<file path="config.mk">
export PLATFORM = sky130hd
export DESIGN_NAME = dbf_ch_dynfocus
export DESIGN_NICKNAME = d
export VERILOG_FILES = /design/src/rtl/dbf_pkg.sv /design/src/rtl/dbf_delay_ram.sv /design/src/rtl/dbf_ch_dynfocus.sv
export SDC_FILE = /design/constraint.sdc
export NUM_CORES = 2
export LEC_CHECK = 0
export BUFFER_PORTS_ARGS = -buffer_cell sky130_fd_sc_hd__buf_4
export CELL_PAD_IN_SITES_DETAIL_PLACEMENT = 1
export CELL_PAD_IN_SITES_GLOBAL_PLACEMENT = 1
export CORE_MARGIN = 3
export CORE_UTILIZATION = 43
export DETAILED_ROUTE_END_ITERATION = 7
export GPL_ROUTABILITY_DRIVEN = 0
export PLACE_DENSITY_LB_ADDON = 0.25
export SLEW_MARGIN = 20
export SYNTH_ARGS = -nofsm -noshare
export SYNTH_HDL_FRONTEND = slang
export SYNTH_HIERARCHICAL = 1
export SYNTH_SLANG_ARGS = --single-unit
export TNS_END_PERCENT = 30
</file>
<file path="constraint.sdc">
create_clock -name clk -period 8.63 [get_ports clk]
set_clock_uncertainty 0.2 [all_clocks]
set_input_delay 1.726 -clock clk [delete_from_list [all_inputs] [get_ports clk]]
set_output_delay 1.726 -clock clk [all_outputs]
set_load 0.02 [all_outputs]
</file>
<file path="src/rtl/dbf_pkg.sv">
// Shared state encoding and fixed-point helpers for the dynamic-focus beamforming channel.
package dbf_pkg;

   typedef enum logic [1:0] {
      ST_IDLE     = 2'd0,
      ST_PREFETCH = 2'd1,
      ST_RUN      = 2'd2
   } dbf_state_e;

   function automatic longint pow2(input int n);
      return longint'(1) << n;
   endfunction

   function automatic longint rnd_const(input int shift);
      return (shift > 0) ? pow2(shift - 1) : longint'(0);
   endfunction

   function automatic longint sat_hi(input int w);
      return pow2(w - 1) - longint'(1);
   endfunction

   function automatic longint sat_lo(input int w);
      return -pow2(w - 1);
   endfunction

endpackage

</file>
<file path="src/rtl/dbf_delay_ram.sv">
// Simple dual-port RAM with registered read; a same-address write returns the new data.
module dbf_delay_ram #(
   parameter int WD = 14,
   parameter int AW = 7
) (
   input  logic          clk,
   input  logic          rst,
   input  logic          we,
   input  logic [AW-1:0] waddr,
   input  logic [WD-1:0] wdata,
   input  logic          re,
   input  logic [AW-1:0] raddr,
   output logic [WD-1:0] rdata
);

   logic [WD-1:0] mem [2**AW];

   always_ff @(posedge clk) begin
      if (we) mem[waddr] <= wdata;
   end

   always_ff @(posedge clk or posedge rst) begin
      if (rst) begin
         rdata <= '0;
      end else if (re) begin
         rdata <= (we && (waddr == raddr)) ? wdata : mem[raddr];
      end
   end

endmodule

</file>
<file path="src/rtl/dbf_ch_dynfocus.sv">
// Beamforming channel: circular delay buffer with per-zone coarse delay, apodization and round/saturate.
// state    | meaning
// IDLE     | LUT writable; pointers, sample count and zone held at zero
// PREFETCH | two cycles loading LUT[0] into dly_cur and LUT[1] into dly_nxt
// RUN      | accepting samples; delay advances at each zone boundary
module dbf_ch_dynfocus
   import dbf_pkg::*;
#(
   parameter int INPUT_WD  = 14,
   parameter int APO_WD    = 16,
   parameter int OUT_WD    = 16,
   parameter int SHIFT     = 15,
   parameter int DLY_WD    = 8,
   parameter int BUF_DEPTH = 128,
   parameter int LUT_AW    = 6,
   parameter int ZONE_LEN  = 16
) (
   input  logic                clk,
   input  logic                rst,
   input  logic                start,
   input  logic [INPUT_WD-1:0] din,
   input  logic                din_valid,
   input  logic [APO_WD-1:0]   apo_din,
   input  logic                apo_en,
   input  logic [LUT_AW-1:0]   lut_addr,
   input  logic [DLY_WD-1:0]   lut_wdata,
   input  logic                lut_we,
   output logic                ready,
   output logic [INPUT_WD-1:0] cd_dout,
   output logic [OUT_WD-1:0]   dout,
   output logic                dout_valid,
   output logic                err_ovf,
   output logic                err_sat
);

   localparam int AW  = $clog2(BUF_DEPTH);
   localparam int AW1 = AW + 1;
   localparam int ZW  = $clog2(ZONE_LEN);
   localparam int LW1 = LUT_AW + 1;
   localparam int WW  = APO_WD + 1;
   localparam int PW1 = INPUT_WD + APO_WD + 1;

   localparam logic [LUT_AW-1:0]  ZMAX    = '1;
   localparam logic [DLY_WD-1:0]  DLY_MAX = DLY_WD'(BUF_DEPTH - 1);
   localparam logic [ZW-1:0]      ZLOAD   = ZW'(ZONE_LEN - 1);
   // Weight carries one extra bit so unity (1<<SHIFT) is representable.
   localparam logic signed [WW-1:0]  UNITY = WW'(pow2(SHIFT));
   localparam logic signed [PW1-1:0] RND   = PW1'(rnd_const(SHIFT));
   localparam logic signed [PW1-1:0] OHI   = PW1'(sat_hi(OUT_WD));
   localparam logic signed [PW1-1:0] OLO   = PW1'(sat_lo(OUT_WD));

   dbf_state_e state;
   logic                     start_q;
   logic                     pf_first;
   logic                     nxt_pend;
   logic [AW-1:0]            wr_ptr;
   logic [AW1-1:0]           n_cnt;
   logic [LUT_AW-1:0]        zone_idx;
   logic [ZW-1:0]            zcnt;
   logic [AW-1:0]            dly_cur;
   logic [AW-1:0]            dly_nxt;
   logic                     zero_q;
   logic signed [WW-1:0]     wgt_q;
   logic                     v1;
   logic                     v2;
   logic signed [PW1-1:0]    prod;

   logic                     accept;
   logic [LW1-1:0]           zone_ahead;
   logic [LUT_AW-1:0]        lut_raddr;
   logic [DLY_WD-1:0]        lut_rdata;
   logic                     fetch_ovf;
   logic [AW-1:0]            fetch_dly;
   logic [AW-1:0]            buf_raddr;
   logic [INPUT_WD-1:0]      buf_rdata;
   logic signed [INPUT_WD-1:0] delayed;
   logic signed [PW1-1:0]    rounded;
   logic signed [PW1-1:0]    shifted;

   assign accept     = ready && start && din_valid;
   assign zone_ahead = {1'b0, zone_idx} + LW1'(2);
   assign fetch_ovf  = lut_rdata > DLY_MAX;
   assign fetch_dly  = fetch_ovf ? AW'(BUF_DEPTH - 1) : lut_rdata[AW-1:0];
   assign buf_raddr  = wr_ptr - dly_cur;
   assign delayed    = zero_q ? '0 : $signed(buf_rdata);
   assign cd_dout    = delayed;
   assign rounded    = prod + RND;
   assign shifted    = rounded >>> SHIFT;

   // Issue the LUT read for the zone after next at a zone boundary so dly_nxt refills in one cycle.
   always_comb begin
      lut_raddr = '0;
      case (state)
         ST_PREFETCH: lut_raddr = LUT_AW'(1);
         ST_RUN:      lut_raddr = (zone_ahead > {1'b0, ZMAX}) ? ZMAX : zone_ahead[LUT_AW-1:0];
         default:     lut_raddr = '0;
      endcase
   end

   dbf_delay_ram #(.WD(DLY_WD), .AW(LUT_AW)) u_lut (
      .clk   (clk),
      .rst   (rst),
      .we    (lut_we && !start),
      .waddr (lut_addr),
      .wdata (lut_wdata),
      .re    (1'b1),
      .raddr (lut_raddr),
      .rdata (lut_rdata)
   );

   dbf_delay_ram #(.WD(INPUT_WD), .AW(AW)) u_buf (
      .clk   (clk),
      .rst   (rst),
      .we    (accept),
      .waddr (wr_ptr),
      .wdata (din),
      .re    (accept),
      .raddr (buf_raddr),
      .rdata (buf_rdata)
   );

   always_ff @(posedge clk or posedge rst) begin
      if (rst) begin
         state      <= ST_IDLE;
         start_q    <= 1'b1;
         pf_first   <= 1'b0;
         nxt_pend   <= 1'b0;
         wr_ptr     <= '0;
         n_cnt      <= '0;
         zone_idx   <= '0;
         zcnt       <= ZLOAD;
         dly_cur    <= '0;
         dly_nxt    <= '0;
         zero_q     <= 1'b1;
         wgt_q      <= '0;
         v1         <= 1'b0;
         v2         <= 1'b0;
         prod       <= '0;
         ready      <= 1'b0;
         dout       <= '0;
         dout_valid <= 1'b0;
         err_ovf    <= 1'b0;
         err_sat    <= 1'b0;
      end else begin
         start_q <= start;
         if (lut_we && start) err_ovf <= 1'b1;
         if (!start) begin
            state      <= ST_IDLE;
            ready      <= 1'b0;
            v1         <= 1'b0;
            v2         <= 1'b0;
            dout_valid <= 1'b0;
            pf_first   <= 1'b0;
            nxt_pend   <= 1'b0;
            wr_ptr     <= '0;
            n_cnt      <= '0;
            zone_idx   <= '0;
            zcnt       <= ZLOAD;
            zero_q     <= 1'b1;
         end else begin
            v1         <= accept;
            v2         <= v1;
            dout_valid <= v2;
            if (v1) prod <= PW1'(delayed) * PW1'(wgt_q);
            if (v2) begin
               if (shifted > OHI) begin
                  dout    <= OUT_WD'(OHI);
                  err_sat <= 1'b1;
               end else if (shifted < OLO) begin
                  dout    <= OUT_WD'(OLO);
                  err_sat <= 1'b1;
               end else begin
                  dout <= shifted[OUT_WD-1:0];
               end
            end
            case (state)
               ST_IDLE: begin
                  // Only a genuine rising edge starts a run, so a start held through rst does not.
                  if (!start_q) begin
                     state    <= ST_PREFETCH;
                     pf_first <= 1'b1;
                  end
               end
               ST_PREFETCH: begin
                  if (fetch_ovf) err_ovf <= 1'b1;
                  if (pf_first) begin
                     dly_cur  <= fetch_dly;
                     pf_first <= 1'b0;
                  end else begin
                     dly_nxt <= fetch_dly;
                     state   <= ST_RUN;
                     ready   <= 1'b1;
                  end
               end
               ST_RUN: begin
                  if (nxt_pend) begin
                     dly_nxt  <= fetch_dly;
                     nxt_pend <= 1'b0;
                     if (fetch_ovf) err_ovf <= 1'b1;
                  end
                  if (accept) begin
                     wr_ptr <= wr_ptr + AW'(1);
                     if (!n_cnt[AW]) n_cnt <= n_cnt + AW1'(1);
                     zero_q <= n_cnt < {1'b0, dly_cur};
                     wgt_q  <= apo_en ? WW'($signed(apo_din)) : UNITY;
                     if (zcnt == '0) begin
                        zcnt     <= ZLOAD;
                        dly_cur  <= dly_nxt;
                        zone_idx <= (zone_idx == ZMAX) ? ZMAX : zone_idx + LUT_AW'(1);
                        nxt_pend <= 1'b1;
                     end else begin
                        zcnt <= zcnt - ZW'(1);
                     end
                  end
               end
               default: state <= ST_IDLE;
            endcase
         end
      end
   end

endmodule

</file>
==> run metrics <==
outcome finished, final reports clean; Sequential cell area 72300 um2; H-tree Lvls 5; prevailing post-synth register cell edfxtp_1; total routed wirelength 281000 um; commonest non-fill, non-tap cells in the layout 2304 x edfxtp_1, 427 x mux4_2, 355 x mux2i_1; f_max 141 MHz; hold_buf cts 0; Hold WC Path Type reg2reg; Peak VDD IR 0.000361 V; final count of hold timing violations 0; final instance area 118000 um2; remaining antenna violation count after routing 0; Max Cap Viol 0; ys async rst share 5.07%; Clock Latency Late Sink 930 ps; Int Power 23.8 mW; post-CTS sizing 0; synthesized instance count 5900; synthesis-to-finish area growth 12.7%; Syn Area/Cell 17.7 um2; critical path class reg2reg; post-DP HPWL 178000 um; Total Routing Usage GR 22.6%; CTS tree done; Root Driver clkbuf_16; vias in the first global route 59300; Seq cells post-synth 2427; post-CTS setup buffers 0; Congestion Overflow GR 0; Final Max Slew Viols 0; initial antenna violation count 10; DR vias/cell 5.85; Die Height 499 um; DRC Markers 0; via count 55700; setup TNS 0 ps; CTS max path bufs 4; Core ar. 241000 um2; largest net degree at the start of global routing 102; clock transition at the registers of the reported paths 60 ps; crit path launch type flip-flop; switching share of power 32.7%; number of flops mapped to enable cells by yosys 2304; leading cell type in the layout, fill and taps excluded edfxtp_1; drt wl/cell 29.6 um; drt first-iter violations 5267; die area 249000 um2; crit end category flip-flop; Final Cycle Share 82.0%; post-synthesis cell area 104000 um2; first-pass GRT wire length 416000 um; Rows 180; Placed Area 109000 um2; register share of total power 37.6%; RSZ-0062 raised after global routing no; share of power burned in the clock network 31.7%; Starting Density 43.3%; clock net sink count 2427; PortBufs 83; total CTS buffers 279; combinational power share 30.7%; layout net count 6509; final critical-path required period 7080 ps; final setup violating endpoints 0; First-pass DRT Iterations 6; PD cells 300 nW/um2; crit path DAT 7620 ps; Multi-input gate area 29500 um2; Boundary Pins 84; Fill cells 22400; Switch Pwr 11.5 mW; yosys warns 6; layout cells sized above 1 18.6%; Max-slew headroom 21.1%; Worst Max-Slew Pin Slew 1180 ps; CP max FO 18; worst path required time 9170 ps; post-synth cell types 91; LEAKAGE 40.1 nW; Seq/Total Area, Yosys 69.2%; Die Width 499 um
[critical path, stage by stage, from the launching register on]
cell	delay, ps
dfstp_2	750
nand2b_1	660
nor2_1	150
fa_1	540
fa_1	530
fa_1	530
fa_1	530
fa_1	550
inv_1	60
fa_1	530
inv_1	40
ha_1	370
and3_4	230
a221o_1	360
a21oi_2	200
o22ai_2	160
a31oi_1	230
xor2_1	220
o21ai_1	90
[layout make-up]
cell class                      count  share of cell area [%]
Sequential cell                  2427                    61.4
Clock inverter                    131                   0.995
Antenna cell                        9                  0.0191
Inverter                          321                    1.04
Tap cell                         3185                    3.39
Multi-Input combinational cell   2843                    25.0
Timing Repair Buffer              262                    1.83
Clock buffer                      343                    6.26
[synthesized netlist by cell type, types with 13 or more instances]
cell type | n | area (um2)
a21o_1 | 13 | 97.6
a21oi_1 | 80 | 400
a22o_1 | 14 | 123
a22oi_1 | 114 | 856
a31oi_1 | 32 | 200
a32oi_1 | 13 | 114
and2_1 | 128 | 801
and3_1 | 18 | 113
buf_2 | 68 | 340
buf_4 | 33 | 248
buf_6 | 34 | 383
buf_8 | 13 | 195
clkbuf_1 | 148 | 556
dfrtp_1 | 117 | 2930
edfxtp_1 | 2304 | 69200
fa_1 | 231 | 4620
ha_1 | 94 | 1180
inv_1 | 318 | 1190
mux2i_1 | 355 | 3550
mux4_1 | 23 | 604
mux4_2 | 427 | 9620
nand2_1 | 253 | 950
nand2b_1 | 20 | 125
nand3_1 | 88 | 440
nand4_1 | 43 | 269
nor2_1 | 311 | 1170
nor2b_1 | 51 | 319
nor3_1 | 78 | 390
o21ai_0 | 119 | 596
o22ai_1 | 98 | 613
or2_2 | 16 | 100
xnor2_1 | 44 | 385
xor2_1 | 25 | 219
[flip-flops by register name, summed over array words and instances (netlist names), 2 cells and up]
signal,count
u_buf/mem,1792
u_lut/mem,512
prod,17
wgt_q,17
dout,16
u_buf/rdata,14
n_cnt,8
u_lut/rdata,8
dly_cur,7
dly_nxt,7
wr_ptr,7
zone_idx,6
zcnt,4
state,2
[layer usage]
metal,vias up,global-route usage [%],wire length (um)
met2,1835,36.5,136000
met5,-,0,27
met1,30100,32.1,120000
li1,23400,-,-
met3,363,3.83,19100
met4,4,5.81,6900
[through the flow]
step	setup WS (ps)	hold slack, ps	instances	utilization (%)	total power, mW
floorplan	1800	272	5905	-	20.5
global placement	1700	170	9035	45.2	24.3
detailed placement	1540	169	9035	45.2	24.4
CTS	1500	182	9509	48.8	35.6
global route	1150	201	9514	48.8	36.6
finish	1550	178	9521	48.8	35.3
[path summary, 6_finish.rpt]
| check | slack, ps | from | depth (start not counted) | endpoint |
|---|---|---|---|---|
| min in group asynchronous | 670 | rst | 2 | u_lut/rdata[1] |
| hold / removal | 180 | err_sat | 0 | err_sat |
| setup / recovery | 1550 | zero_q | 18 | prod[26] |
| setup reg to reg | 1550 | zero_q | 18 | prod[26] |
| hold reg to reg | 180 | err_sat | 0 | err_sat |
| max in group asynchronous | 6110 | rst | 3 | n_cnt[7] |
[logic make-up (layout without fill, tap and decap cells)]
family          Yosys count  in the layout  share of synthesized area [%]
flops                  2427           2427                           69.2
simple gates           1056           1056                           4.84
mux                     809            809                           13.2
buf+inv                 635           1057                           2.94
compound gates          578            578                           3.65
fa+ha+maj               325            325                           5.55
xor+xnor                 69             69                          0.579
other cells               1             15                        0.00359
[power groups by stage]
stage               clock [mW]  combinational, mW  sequential (mW)
detailed placement           0               10.9             13.5
CTS                       11.4               10.9             13.3
global route              11.9               11.4             13.3
floorplan                    0               7.09             13.4
global placement             0               10.8             13.5
finish                    11.2               10.8             13.3
(Power assumes the default switching activity.)
